### src/rtl/spi_target_pkg.sv
// Shared types and constants for the SPI target: FSM states, frame width
// and the byte shifted out when the host has nothing queued.
package spi_target_pkg;

  localparam int         FRAME_BITS        = 8;
  localparam logic [7:0] IDLE_BYTE_DEFAULT = 8'hFF;

  typedef enum logic {
    IDLE   = 1'b0,
    ACTIVE = 1'b1
  } state_t;

  function automatic logic [FRAME_BITS-1:0] select_out_byte(
    input logic                  full,
    input logic [FRAME_BITS-1:0] hold,
    input logic [FRAME_BITS-1:0] idle_byte
  );
    return full ? hold : idle_byte;
  endfunction

endpackage

### src/rtl/spi_target_sync_edge.sv
// Multi-stage synchronizer for one asynchronous SPI pin, with registered
// single-cycle rise/fall pulses derived from the synchronized level.
module spi_target_sync_edge #(
  parameter int   STAGES  = 2,
  parameter logic RST_VAL = 1'b0
) (
  input  logic clk,
  input  logic rst_n,
  input  logic din,
  output logic dout,
  output logic rise,
  output logic fall
);

  logic [STAGES-1:0] chain_reg;
  logic              prev_reg;
  logic              rise_reg;
  logic              fall_reg;

  always_ff @(posedge clk) begin
    if (!rst_n) begin
      chain_reg <= {STAGES{RST_VAL}};
      prev_reg  <= RST_VAL;
      rise_reg  <= 1'b0;
      fall_reg  <= 1'b0;
    end else begin
      chain_reg <= {chain_reg[STAGES-2:0], din};
      prev_reg  <= chain_reg[STAGES-1];
      // Pulses are registered so they line up with the FSM's one-cycle decision.
      rise_reg  <= chain_reg[STAGES-1] & ~prev_reg;
      fall_reg  <= ~chain_reg[STAGES-1] & prev_reg;
    end
  end

  assign dout = chain_reg[STAGES-1];
  assign rise = rise_reg;
  assign fall = fall_reg;

endmodule

### src/rtl/spi_target.sv
// SPI mode-0 target: oversamples sclk/cs_n/mosi on clk and exchanges 8-bit
// MSB-first frames with a byte-wide TX holding register and RX data register.
module spi_target
  import spi_target_pkg::*;
#(
  parameter int         SYNC_STAGES = 2,
  parameter logic [7:0] IDLE_BYTE   = IDLE_BYTE_DEFAULT
) (
  input  logic       clk,
  input  logic       rst_n,
  input  logic       sclk,
  input  logic       cs_n,
  input  logic       mosi,
  output logic       miso,
  output logic       miso_oe,
  input  logic [7:0] tx_data,
  input  logic       tx_we,
  output logic       tx_full,
  output logic [7:0] rx_data,
  output logic       rx_valid,
  input  logic       rx_ack,
  output logic       overrun,
  input  logic       ovr_clr,
  output logic       busy
);

  localparam int                 CNT_W    = $clog2(FRAME_BITS);
  localparam logic [CNT_W-1:0]   LAST_BIT = CNT_W'(FRAME_BITS - 1);

  logic sclk_rise, sclk_fall, unused_sclk_level;
  logic cs_level, cs_rise, cs_fall;
  logic mosi_level, unused_mosi_rise, unused_mosi_fall;

  state_t                state_reg, state_next;
  logic                  miso_reg, miso_next;
  logic                  miso_oe_reg, miso_oe_next;
  logic [FRAME_BITS-1:0] tx_shift_reg, tx_shift_next;
  logic [FRAME_BITS-1:0] rx_shift_reg, rx_shift_next;
  logic [CNT_W-1:0]      bit_cnt_reg, bit_cnt_next;
  logic [FRAME_BITS-1:0] tx_hold_reg, tx_hold_next;
  logic                  tx_full_reg, tx_full_next;
  logic [FRAME_BITS-1:0] rx_data_reg, rx_data_next;
  logic                  rx_valid_reg, rx_valid_next;
  logic                  overrun_reg, overrun_next;

  logic                  load_byte;
  logic                  byte_done;
  logic [FRAME_BITS-1:0] out_byte;
  logic [FRAME_BITS-1:0] rx_byte;

  spi_target_sync_edge #(.STAGES(SYNC_STAGES), .RST_VAL(1'b0)) u_sclk_sync (
    .clk(clk), .rst_n(rst_n), .din(sclk),
    .dout(unused_sclk_level), .rise(sclk_rise), .fall(sclk_fall)
  );

  spi_target_sync_edge #(.STAGES(SYNC_STAGES), .RST_VAL(1'b1)) u_cs_sync (
    .clk(clk), .rst_n(rst_n), .din(cs_n),
    .dout(cs_level), .rise(cs_rise), .fall(cs_fall)
  );

  spi_target_sync_edge #(.STAGES(SYNC_STAGES), .RST_VAL(1'b0)) u_mosi_sync (
    .clk(clk), .rst_n(rst_n), .din(mosi),
    .dout(mosi_level), .rise(unused_mosi_rise), .fall(unused_mosi_fall)
  );

  always_ff @(posedge clk) begin
    if (!rst_n) begin
      state_reg    <= IDLE;
      miso_reg     <= 1'b1;
      miso_oe_reg  <= 1'b0;
      tx_shift_reg <= '0;
      rx_shift_reg <= '0;
      bit_cnt_reg  <= '0;
      tx_hold_reg  <= '0;
      tx_full_reg  <= 1'b0;
      rx_data_reg  <= '0;
      rx_valid_reg <= 1'b0;
      overrun_reg  <= 1'b0;
    end else begin
      state_reg    <= state_next;
      miso_reg     <= miso_next;
      miso_oe_reg  <= miso_oe_next;
      tx_shift_reg <= tx_shift_next;
      rx_shift_reg <= rx_shift_next;
      bit_cnt_reg  <= bit_cnt_next;
      tx_hold_reg  <= tx_hold_next;
      tx_full_reg  <= tx_full_next;
      rx_data_reg  <= rx_data_next;
      rx_valid_reg <= rx_valid_next;
      overrun_reg  <= overrun_next;
    end
  end

  always_comb begin
    state_next    = state_reg;
    miso_next     = miso_reg;
    miso_oe_next  = ~cs_level;
    tx_shift_next = tx_shift_reg;
    rx_shift_next = rx_shift_reg;
    bit_cnt_next  = bit_cnt_reg;
    tx_hold_next  = tx_hold_reg;
    tx_full_next  = tx_full_reg;
    rx_data_next  = rx_data_reg;
    rx_valid_next = rx_valid_reg;
    overrun_next  = overrun_reg;
    load_byte     = 1'b0;
    byte_done     = 1'b0;
    out_byte      = select_out_byte(tx_full_reg, tx_hold_reg, IDLE_BYTE);
    rx_byte       = {rx_shift_reg[FRAME_BITS-2:0], mosi_level};

    case (state_reg)
      IDLE: begin
        if (cs_fall) begin
          state_next    = ACTIVE;
          load_byte     = 1'b1;
          miso_next     = out_byte[FRAME_BITS-1];
          tx_shift_next = out_byte << 1;
          bit_cnt_next  = '0;
        end
      end
      ACTIVE: begin
        // cs_n edges take priority over a coincident sclk edge.
        if (cs_rise) begin
          state_next   = IDLE;
          miso_next    = 1'b1;
          bit_cnt_next = '0;
        end else if (sclk_rise) begin
          rx_shift_next = rx_byte;
          bit_cnt_next  = bit_cnt_reg + 1'b1;
          if (bit_cnt_reg == LAST_BIT) begin
            byte_done     = 1'b1;
            load_byte     = 1'b1;
            rx_data_next  = rx_byte;
            tx_shift_next = out_byte;
          end
        end else if (sclk_fall) begin
          miso_next     = tx_shift_reg[FRAME_BITS-1];
          tx_shift_next = tx_shift_reg << 1;
        end
      end
    endcase

    if (load_byte && tx_full_reg) begin
      tx_full_next = 1'b0;
    end
    // Writes only land in an empty holding register, so a coincident load
    // with a full register still sees the old byte.
    if (tx_we && !tx_full_reg) begin
      tx_hold_next = tx_data;
      tx_full_next = 1'b1;
    end

    if (byte_done) begin
      rx_valid_next = 1'b1;
    end else if (rx_ack) begin
      rx_valid_next = 1'b0;
    end

    if (ovr_clr) begin
      overrun_next = 1'b0;
    end
    if (byte_done && rx_valid_reg && !rx_ack) begin
      overrun_next = 1'b1;
    end
  end

  assign miso     = miso_reg;
  assign miso_oe  = miso_oe_reg;
  assign tx_full  = tx_full_reg;
  assign rx_data  = rx_data_reg;
  assign rx_valid = rx_valid_reg;
  assign overrun  = overrun_reg;
  assign busy     = (state_reg == ACTIVE);

endmodule
### config.mk
export PLATFORM = sky130hd
export DESIGN_NAME = spi_target
export DESIGN_NICKNAME = d
export VERILOG_FILES = /design/src/rtl/spi_target_pkg.sv /design/src/rtl/spi_target_sync_edge.sv /design/src/rtl/spi_target.sv
export SDC_FILE = /design/constraint.sdc
export NUM_CORES = 1
export LEC_CHECK = 0
export ABC_AREA = 1
export BUFFER_PORTS_ARGS = -buffer_cell sky130_fd_sc_hd__buf_2
export CAP_MARGIN = 40
export CORE_ASPECT_RATIO = 0.6
export CORE_MARGIN = 2
export CORE_UTILIZATION = 35
export CTS_BUF_LIST = sky130_fd_sc_hd__clkbuf_2
export CTS_CLUSTER_SIZE = 20
export DETAILED_ROUTE_END_ITERATION = 16
export GPL_ROUTABILITY_DRIVEN = 0
export PLACE_DENSITY_LB_ADDON = 0.05
export SLEW_MARGIN = 20
export SYNTH_ARGS = -nofsm -noshare
export SYNTH_HDL_FRONTEND = slang
export SYNTH_HIERARCHICAL = 1
export SYNTH_SLANG_ARGS = --single-unit
### constraint.sdc
create_clock -name clk -period 3.7 [get_ports clk]
set_input_delay 0.37 -clock clk [delete_from_list [all_inputs] [get_ports clk]]
set_output_delay 0.37 -clock clk [all_outputs]
set_load 0.02 [all_outputs]
==> results of run 1 <==
## worst max path at each step
stage / from / end / slack [ns] / cells past startpoint
floorplan: bit_cnt_reg[0] / tx_shift_reg[1] / 2.33 / 9
global placement: busy / rx_shift_reg[5] / 2.15 / 5
detailed placement: busy / rx_shift_reg[4] / 2.08 / 5
CTS: busy / busy / 1.95 / 1
global route: busy / rx_shift_reg[0] / 1.85 / 5
finish: busy / busy / 1.99 / 1
## routing by layer
| metal | up-vias | track usage (%) | share of wire, % |
|---|---|---|---|
| met3 | 2 | 3.776 | 6.4 |
| met1 | 740 | 21.48 | 57 |
| met5 | - | 0 | 0 |
| li1 | 941 | - | - |
| met2 | 40 | 17.96 | 36 |
| met4 | 0 | 3.547 | 0.56 |
## power by group through the flow
stage | registers, uW | clock network (uW) | logic [uW]
after detailed placement | 607 | 0 | 87.2
after floorplan | 604 | 0 | 63.9
final | 596 | 217 | 87.5
after global placement | 607 | 0 | 87.1
after CTS | 596 | 234 | 87.8
after global routing | 600 | 257 | 101
## layout by cell type (no fill, tap or decap)
cell,instances
inv_2,4
buf_2,29
nor2_2,2
a21oi_1,21
inv_1,34
nand2_1,77
nor2_1,38
o21ai_0,22
ha_1,2
clkbuf_2,7
clkinv_1,1
nand4_1,1
nand3_1,20
buf_4,1
nor2_4,1
dfxtp_1,52
nand2_4,1
or2_4,1
nand2_2,2
## per-stage QoR
stage	utilization [%]	area, um2	power (uW)	instances	worst slack, ns
6_report	40.70	2310	900.1	396	1.993
5_1_grt	40.70	2310	958.5	396	1.850
4_1_cts	40.70	2310	918.5	396	1.953
3_5_place_dp	40.01	2271	694.1	388	2.076
3_3_place_gp	40.01	2271	693.9	388	2.155
2_1_floorplan	-	2091	668.0	288	2.325
## area by class of cell
class | instances | share of cell area, %
Tap cell | 80 | 4.334
Clock buffer | 7 | 1.517
Multi-Input combinational cell | 188 | 36.13
Timing Repair Buffer | 30 | 6.609
Sequential cell | 52 | 45.07
Inverter | 38 | 6.176
Clock inverter | 1 | 0.1625
## tightest hold or removal path, stage by stage
cell and delay [ns]:
buf_2 0.08, inv_1 0.03, nand2_1 0.04
==> results.yml, run 1 <==
floorplanning:
  core-area_um2: 5675
  die_x_um: 103.8
  die_area_um2: 6628
  die_height_um: 63.87
  num_io_pins: 30
  rows: 21
  initial_core_util_pct: 36.84
finish:
  multiInputGateArea_um2: 834.6
  area_growth_syn_to_layout_pct: 10.47
  fillerInstances: 617
  final-seq-area_um2: 1041
  fraction_of_layout_instances_using_a_drive_strength_above_1_pct: 15.19
  layout.nets: 333
  antenna_cells_inserted: 0
clock_network:
  cts_hold_buffers: 0
  cts-buffers-inserted: 5
  cts_buffer_depth: 2
  cts_root_buffer: "clkbuf_2"
  numClockSinks: 52
  post-cts-setup-buffer-count: 0
  cts.htree.levels: 2
  cts.clk_slew.worst_paths_ns: 0.24
  insertion_delay_ns: 0.40
  cts-resized-gates: 0
  cts_tree: "done"
power:
  power.switching_fraction_pct: 26.12
  ir_drop_mv: 0.1394
  comb_power_share_pct: 9.7
  seq_power_share_pct: 66.2
  clock_power_share_pct: 24.1
  leakagePower_uw: 0.001078
  power.switching_uw: 235.1
  p_int_uw: 665.0
  power_density_nw_per_um2: 389.7
setup_path:
  worst_path_largest_cell_delay_ns: 0.67
  worst-endpoint-arrival_ns: 1.34
  regToRegEndpoint: "rx_shift_reg[1]"
  path_cells: "buf_2"
  r2r_start: "busy"
  worstPathRequired_ns: 3.33
  critPathMaxFanout: 14
  worstRegToRegCells: 5
  crit_slowest_cell: "dfxtp_1"
  start_kind: "register"
  end_kind: "output port"
  cp_top_family: "flip-flops"
  critical_path_type: "register to output port"
  setup.reg_to_reg.worst_slack_ns: 2.06
  timing.critical_path.buf_inv: 1
timing:
  timing.hold.ws_ns: 0.1251
  period_minus_slack_ns: 1.707
  clock.fmax_mhz: 585.9
  worst_slew_margin_rel_pct: 68.00
  post-route-period-util_pct: 46.13
  final.setup.tns_ns: 0
  final_hold_viol_count: 0
  worst_pin_slew_ns: 0.4795
  setup-violations-final: 0
  skew_ns: 0.01468
  unrepaired_setup_endpoints_after_global_routing: "false"
  timing.final.max_slew_violations: 0
global_route:
  globalRouteOverflowTotal: 0
  maximum_number_of_pins_on_one_net_before_global_route_repair: 24
  vias_in_the_first_global_route: 1487
  grt_use_total_pct: 13.72
  grt_antenna_before_repair: 0
  grt_first_pass_wirelength_mm: 7.348
routing:
  via_per_inst: 4.351
  routed-via-count: 1723
  routed_wl_mm: 4.268
  route.detailed.wl_per_inst_um: 10.78
  dr.pass1.iters: 4
  drt_iter0_drc: 123
  drcViolationCount: 0
  postRouteAntennaNets: 0
logic_synthesis:
  yosysWarningCount: 6
  syn_inst: 288
  synth_area_per_cell_um2: 7.260
  postSynthNetCount: 306
  synth_area_um2: 2091
hold_path:
  holdCritStartpoint: "cs_n"
  holdCritPathClass: "primary input to register"
  whs_endpoint: "u_cs_sync/chain_reg[0]"
  min_path_cells: 3
outcome:
  result_of_the_run: "completed"
placed_design:
  hpwlAfterDp_mm: 3.046
  port_buffers: 29
run:
  maxCapViolCount: 0
Note: power is estimated with default switching activity, not from simulation.
==> run 2: changes to the inputs <==
clock period = 1.4 ns   (was 3.7 ns; I/O delays follow)
==> run 2 against run 1 <==
  * Via count is 6.5% higher
  * Total power grew to 2.7 times the previous value
  * Cell area is 14% higher
  * Clock power grew to 2.7 times the previous value
  * Combinational power grew to 3.4 times the previous value
  * Critical endpoint is now rx_data[6]
  * Core utilization is 5.9 points higher
  * First-iteration DRC count is 4.9% higher
==> results.yml, run 2 (synthesis gave the netlist of run 1 again) <==
floorplanning:
  initial_core_util_pct: 36.84
  die_area_um2: 6628
  rows: 21
  die_height_um: 63.87
  core-area_um2: 5675
  num_io_pins: 30
  die_x_um: 103.8
hold_path:
  holdCritPathClass: "primary input to register"
timing:
  final.setup.tns_ns: 0
  setup-violations-final: 0
  final_hold_viol_count: 0
  timing.final.max_slew_violations: 0
  post-route-period-util_pct: 94.96
  skew_ns: 0.01333
  worst_pin_slew_ns: 0.4915
  unrepaired_setup_endpoints_after_global_routing: "true"
  clock.fmax_mhz: 752.2
  worst_slew_margin_rel_pct: 67.20
  period_minus_slack_ns: 1.329
run:
  maxCapViolCount: 0
routing:
  route.detailed.wl_per_inst_um: 11.39
  via_per_inst: 4.369
  dr.pass1.iters: 4
  drcViolationCount: 0
  routed-via-count: 1835
  drt_iter0_drc: 129
  postRouteAntennaNets: 0
  routed_wl_mm: 4.785
finish:
  antenna_cells_inserted: 0
  layout.cells.most_common: "nand2_1"
  fraction_of_layout_instances_using_a_drive_strength_above_1_pct: 20.88
  layout.cells.most_common_list: "73 x nand2_1, 48 x dfxtp_1, 37 x nor2_1"
  area_growth_syn_to_layout_pct: 26.45
  layout.nets: 357
  fillerInstances: 613
setup_path:
  worst-endpoint-arrival_ns: 1.65
  critical_path_type: "register to register"
  crit_slowest_cell: "dfxtp_2"
  worstPathRequired_ns: 1.72
  path_common_cell: "ha_4"
  critPathMaxFanout: 8
  end_kind: "register"
  start_kind: "register"
  worst_path_largest_cell_delay_ns: 0.41
  path_cells: "ha_4 > ha_4 > nand2_4 > nor2_4 > buf_12 > nand2_1 > o21ai_0 > nor2_1"
clock_network:
  cts_buffer_depth: 2
  numClockSinks: 52
  cts_root_buffer: "clkbuf_2"
  insertion_delay_ns: 0.41
  cts.clk_slew.worst_paths_ns: 0.24
  cts-buffers-inserted: 5
  cts.htree.levels: 2
  cts_tree: "done"
global_route:
  globalRouteOverflowTotal: 0
  grt_first_pass_wirelength_mm: 8.086
  maximum_number_of_pins_on_one_net_before_global_route_repair: 20
  grt_use_total_pct: 15.12
  grt_antenna_before_repair: 0
  vias_in_the_first_global_route: 1699
power:
  leakagePower_uw: 0.001211
  power.total_uw: 2444
  ir_drop_mv: 0.4018
  power_density_nw_per_um2: 924.4
placed_design:
  hpwlAfterDp_mm: 3.180
  port_buffers: 29
outcome:
  result_of_the_run: "completed"
-- run 2: cell count changes in the layout (fill, tap and decap cells not counted), moves of 3 or more --
| cell | change |
|---|---|
| buf_4 | +6 |
| dfxtp_1 | -4 |
| dfxtp_2 | +4 |
| dlygate4sd3_1 | +14 |
| nand2_1 | -4 |
| nand2_2 | +3 |
-- run 2: path summary, 6_finish.rpt --
| check | startpoint | end | slack, ns | cells after the start |
|---|---|---|---|---|
| setup / recovery | bit_cnt_reg[1] | rx_data[6] | 0.07 | 8 |
| hold / removal | tx_data[3] | tx_hold_reg[3] | 0.01 | 3 |
| hold reg to reg | u_sclk_sync/prev_reg | u_sclk_sync/rise | 0.43 | 1 |
| setup reg to reg | bit_cnt_reg[1] | rx_data[6] | 0.07 | 8 |
-- run 2: critical path, delay by kind of cell, from the launching register on --
family | cells | cell delay, ns
buffers and inverters | 1 | 0.14
adder cells (fa/ha/maj) | 2 | 0.27
flip-flops | 1 | 0.41
AND/OR/NAND/NOR | 4 | 0.34
AO/OA/AOI/OAI | 1 | 0.06
-- run 2: per-stage QoR --
step	std cells	utilization (%)	hold WS, ns	cell area, um2	setup WS [ns]
after floorplan	288	-	0.2087	2091	0.02507
after global placement	393	40.90	0.3155	2321	0.003674
after detailed placement	393	40.90	0.3135	2321	-0.05833
after CTS	418	45.02	0.001050	2555	0.01219
after global routing	420	46.58	0.04186	2644	-0.006366
final	420	46.58	0.01498	2644	0.07057
-- run 2: metal layers --
metal / routed length (um) / vias up / global-route usage (%)
met5: 0 / - / 0
met4: 22 / 0 / 4.054
met3: 269 / 2 / 3.980
met2: 1756 / 41 / 21.69
met1: 2736 / 803 / 22.26
li1: - / 989 / -
-- run 2: area by class of cell --
class	instances	area [um2]	share of cell area [%]
sequential	52	1046	39.56
multi-input combinational	189	913.4	34.55
timing repair buffer	53	402.9	15.24
inverter	38	142.6	5.395
tap	80	100.1	3.786
clock buffer	7	35.03	1.325
clock inverter	1	3.754	0.1420
-- run 2: power breakdown --
group          total (uW)  internal [uW]  switching (uW)
logic                 294            123             171
registers            1570           1540            28.3
clock network         579            134             446
-- run 2: repair_timing --
item / CTS / global route
gates resized for setup: 5 / 16
endpoints found under the hold margin: 14 / 0
endpoints found under the setup margin: 17 / 24
cloned: 1 / 1
pin swaps: 4 / 3
buffers inserted: 2 / 1
hold buffers: 14 / 0
==> run 3: changes to the inputs <==
CTS_BUF_LIST = sky130_fd_sc_hd__clkbuf_16   (was sky130_fd_sc_hd__clkbuf_2)
==> run 3 against run 2 <==
  * Routed wire length decreased by 4.0%
  * Final cell count shrank 3.6%
  * Critical path depth stayed put
  * Fmax fell by 0.17%
  * Sequential power barely moved
  * Largest power group unchanged
==> results.yml, run 3 (synthesis gave the netlist of run 1 again) <==
routing:
  route.detailed.wl_per_inst_um: 11.34
  postRouteAntennaNets: 0
  routed_wl_mm: 4.592
  dr.pass1.iters: 4
  routed-via-count: 1767
  drt_iter0_drc: 115
  drcViolationCount: 0
  via_per_inst: 4.363
hold_path:
  whs_endpoint: "u_cs_sync/chain_reg[0]"
  holdCritStartpoint: "cs_n"
  holdCritPathClass: "primary input to register"
  min_path_cells: 3
clock_network:
  cts_buffer_depth: 2
  cts-buffers-inserted: 5
  cts.clk_slew.worst_paths_ns: 0.06
  cts_hold_buffers: 0
  cts.htree.levels: 2
  cts_root_buffer: "clkbuf_16"
  numClockSinks: 52
  cts_tree: "done"
  insertion_delay_ns: 0.28
setup_path:
  cp_top_family: "flip-flops"
  timing.critical_path.depth: 8
  path_common_cell: "ha_4"
  r2r_start: "bit_cnt_reg[1]"
  start_kind: "register"
  regToRegEndpoint: "rx_data[6]"
  crit_slowest_cell: "dfxtp_2"
  path_cells: "ha_4 > ha_4 > nand2_4 > nor2_4 > buf_12 > nand2_1 > o21ai_0 > nor2_1"
  critical_path_type: "register to register"
  timing.critical_path.buf_inv: 1
  worstPathRequired_ns: 1.56
  end_kind: "register"
  worstRegToRegCells: 8
  critPathMaxFanout: 8
  worst_path_largest_cell_delay_ns: 0.36
  worst-endpoint-arrival_ns: 1.49
  setup.reg_to_reg.worst_slack_ns: 0.07
finish:
  layout.nets: 342
  area_growth_syn_to_layout_pct: 23.58
  layout.cells.most_common: "nand2_1"
  fraction_of_layout_instances_using_a_drive_strength_above_1_pct: 20.31
  multiInputGateArea_um2: 902.1
  final-seq-area_um2: 1047
  layout.cells.most_common_list: "74 x nand2_1, 49 x dfxtp_1, 37 x nor2_1"
  fillerInstances: 613
  antenna_cells_inserted: 0
timing:
  timing.final.max_slew_violations: 0
  worst_pin_slew_ns: 0.4869
  fin_ws_ns: 0.06827
  final_hold_viol_count: 0
  worst_slew_margin_rel_pct: 67.50
  clock.fmax_mhz: 750.9
  post-route-period-util_pct: 95.12
  unrepaired_setup_endpoints_after_global_routing: "true"
  skew_ns: 0.002809
  setup-violations-final: 0
  period_minus_slack_ns: 1.332
  timing.hold.ws_ns: 0.02271
floorplanning:
  die_area_um2: 6628
  rows: 21
  die_height_um: 63.87
  initial_core_util_pct: 36.84
  num_io_pins: 30
  die_x_um: 103.8
  core-area_um2: 5675
global_route:
  grt_first_pass_wirelength_mm: 7.762
  globalRouteOverflowTotal: 0
  maximum_number_of_pins_on_one_net_before_global_route_repair: 20
  vias_in_the_first_global_route: 1622
  grt_antenna_before_repair: 0
  grt_use_total_pct: 14.67
placed_design:
  port_buffers: 29
  hpwlAfterDp_mm: 3.180
  preCtsSetupSlack_ns: -0.05833
power:
  ir_drop_mv: 0.4908
  leakagePower_uw: 0.001190
  power_density_nw_per_um2: 1143
outcome:
  result_of_the_run: "completed"
run:
  maxCapViolCount: 0
run 3: cell types whose count changed in the layout (fill, tap and decap cells not counted), moves of 2 or more:
cell	before	now
o21ai_1	1	3
inv_1	34	36
clkbuf_16	1	6
clkbuf_2	7	0
o21ai_0	20	18
dfxtp_2	4	2
dlygate4sd3_1	14	0
run 3: layer usage:
layer | track usage (%) | vias up | share of wire (%)
met5 | 0 | - | 0
met4 | 5.574 | 0 | 1.2
met3 | 3.878 | 5 | 4.9
met2 | 20.03 | 35 | 35
met1 | 21.76 | 763 | 59
li1 | - | 964 | -
run 3: how the worst max path moves through the flow:
| stage | to | from | slack [ns] |
|---|---|---|---|
| after floorplan | tx_shift_reg[1] | bit_cnt_reg[0] | 0.03 |
| after global placement | tx_shift_reg[7] | bit_cnt_reg[0] | 0.004 |
| after detailed placement | rx_data[3] | bit_cnt_reg[0] | -0.06 |
| after CTS | rx_data[3] | bit_cnt_reg[0] | 0.02 |
| after global routing | rx_data[1] | bit_cnt_reg[1] | -0.02 |
| final | rx_data[6] | bit_cnt_reg[1] | 0.07 |
run 3: timing repair:
action,CTS,global route
cloned,1,1
endpoints found under the setup margin,17,25
pin swaps,4,2
buffers inserted,1,1
gates resized for setup,4,17
run 3: stage by stage:
step                setup TNS, ns  std cells  utilization, %  total power, uW  instance area [um2]
finish                          0        405           45.52             2954                 2584
detailed placement        -0.4741        393           40.90             1847                 2321
global route             -0.04252        405           45.52             3100                 2584
floorplan                       0        288               -             1766                 2091
global placement                0        393           40.90             1848                 2321
CTS                             0        403           44.11             2990                 2504
run 3: layout make-up:
type,count,area share (%)
inverter,38,5.521
clock buffer,5,4.843
sequential,52,40.53
clock inverter,3,0.4358
multi-input combinational,189,34.92
timing repair buffer,38,9.879
tap,80,3.874
run 3: worst reg2reg max path, stage by stage (launching register included):
cell and delay [ns]:
dfxtp_2 0.36, ha_4 0.14, ha_4 0.14, nand2_4 0.07, nor2_4 0.19, buf_12 0.15
nand2_1 0.05, o21ai_0 0.06, nor2_1 0.05
run 3: power breakdown:
group          total, uW  internal [uW]  leakage, uW  switching [uW]
Clock               1130            643    0.0000738             487
Sequential          1570           1540     0.000426            28.7
Combinational        258           95.0     0.000691             163
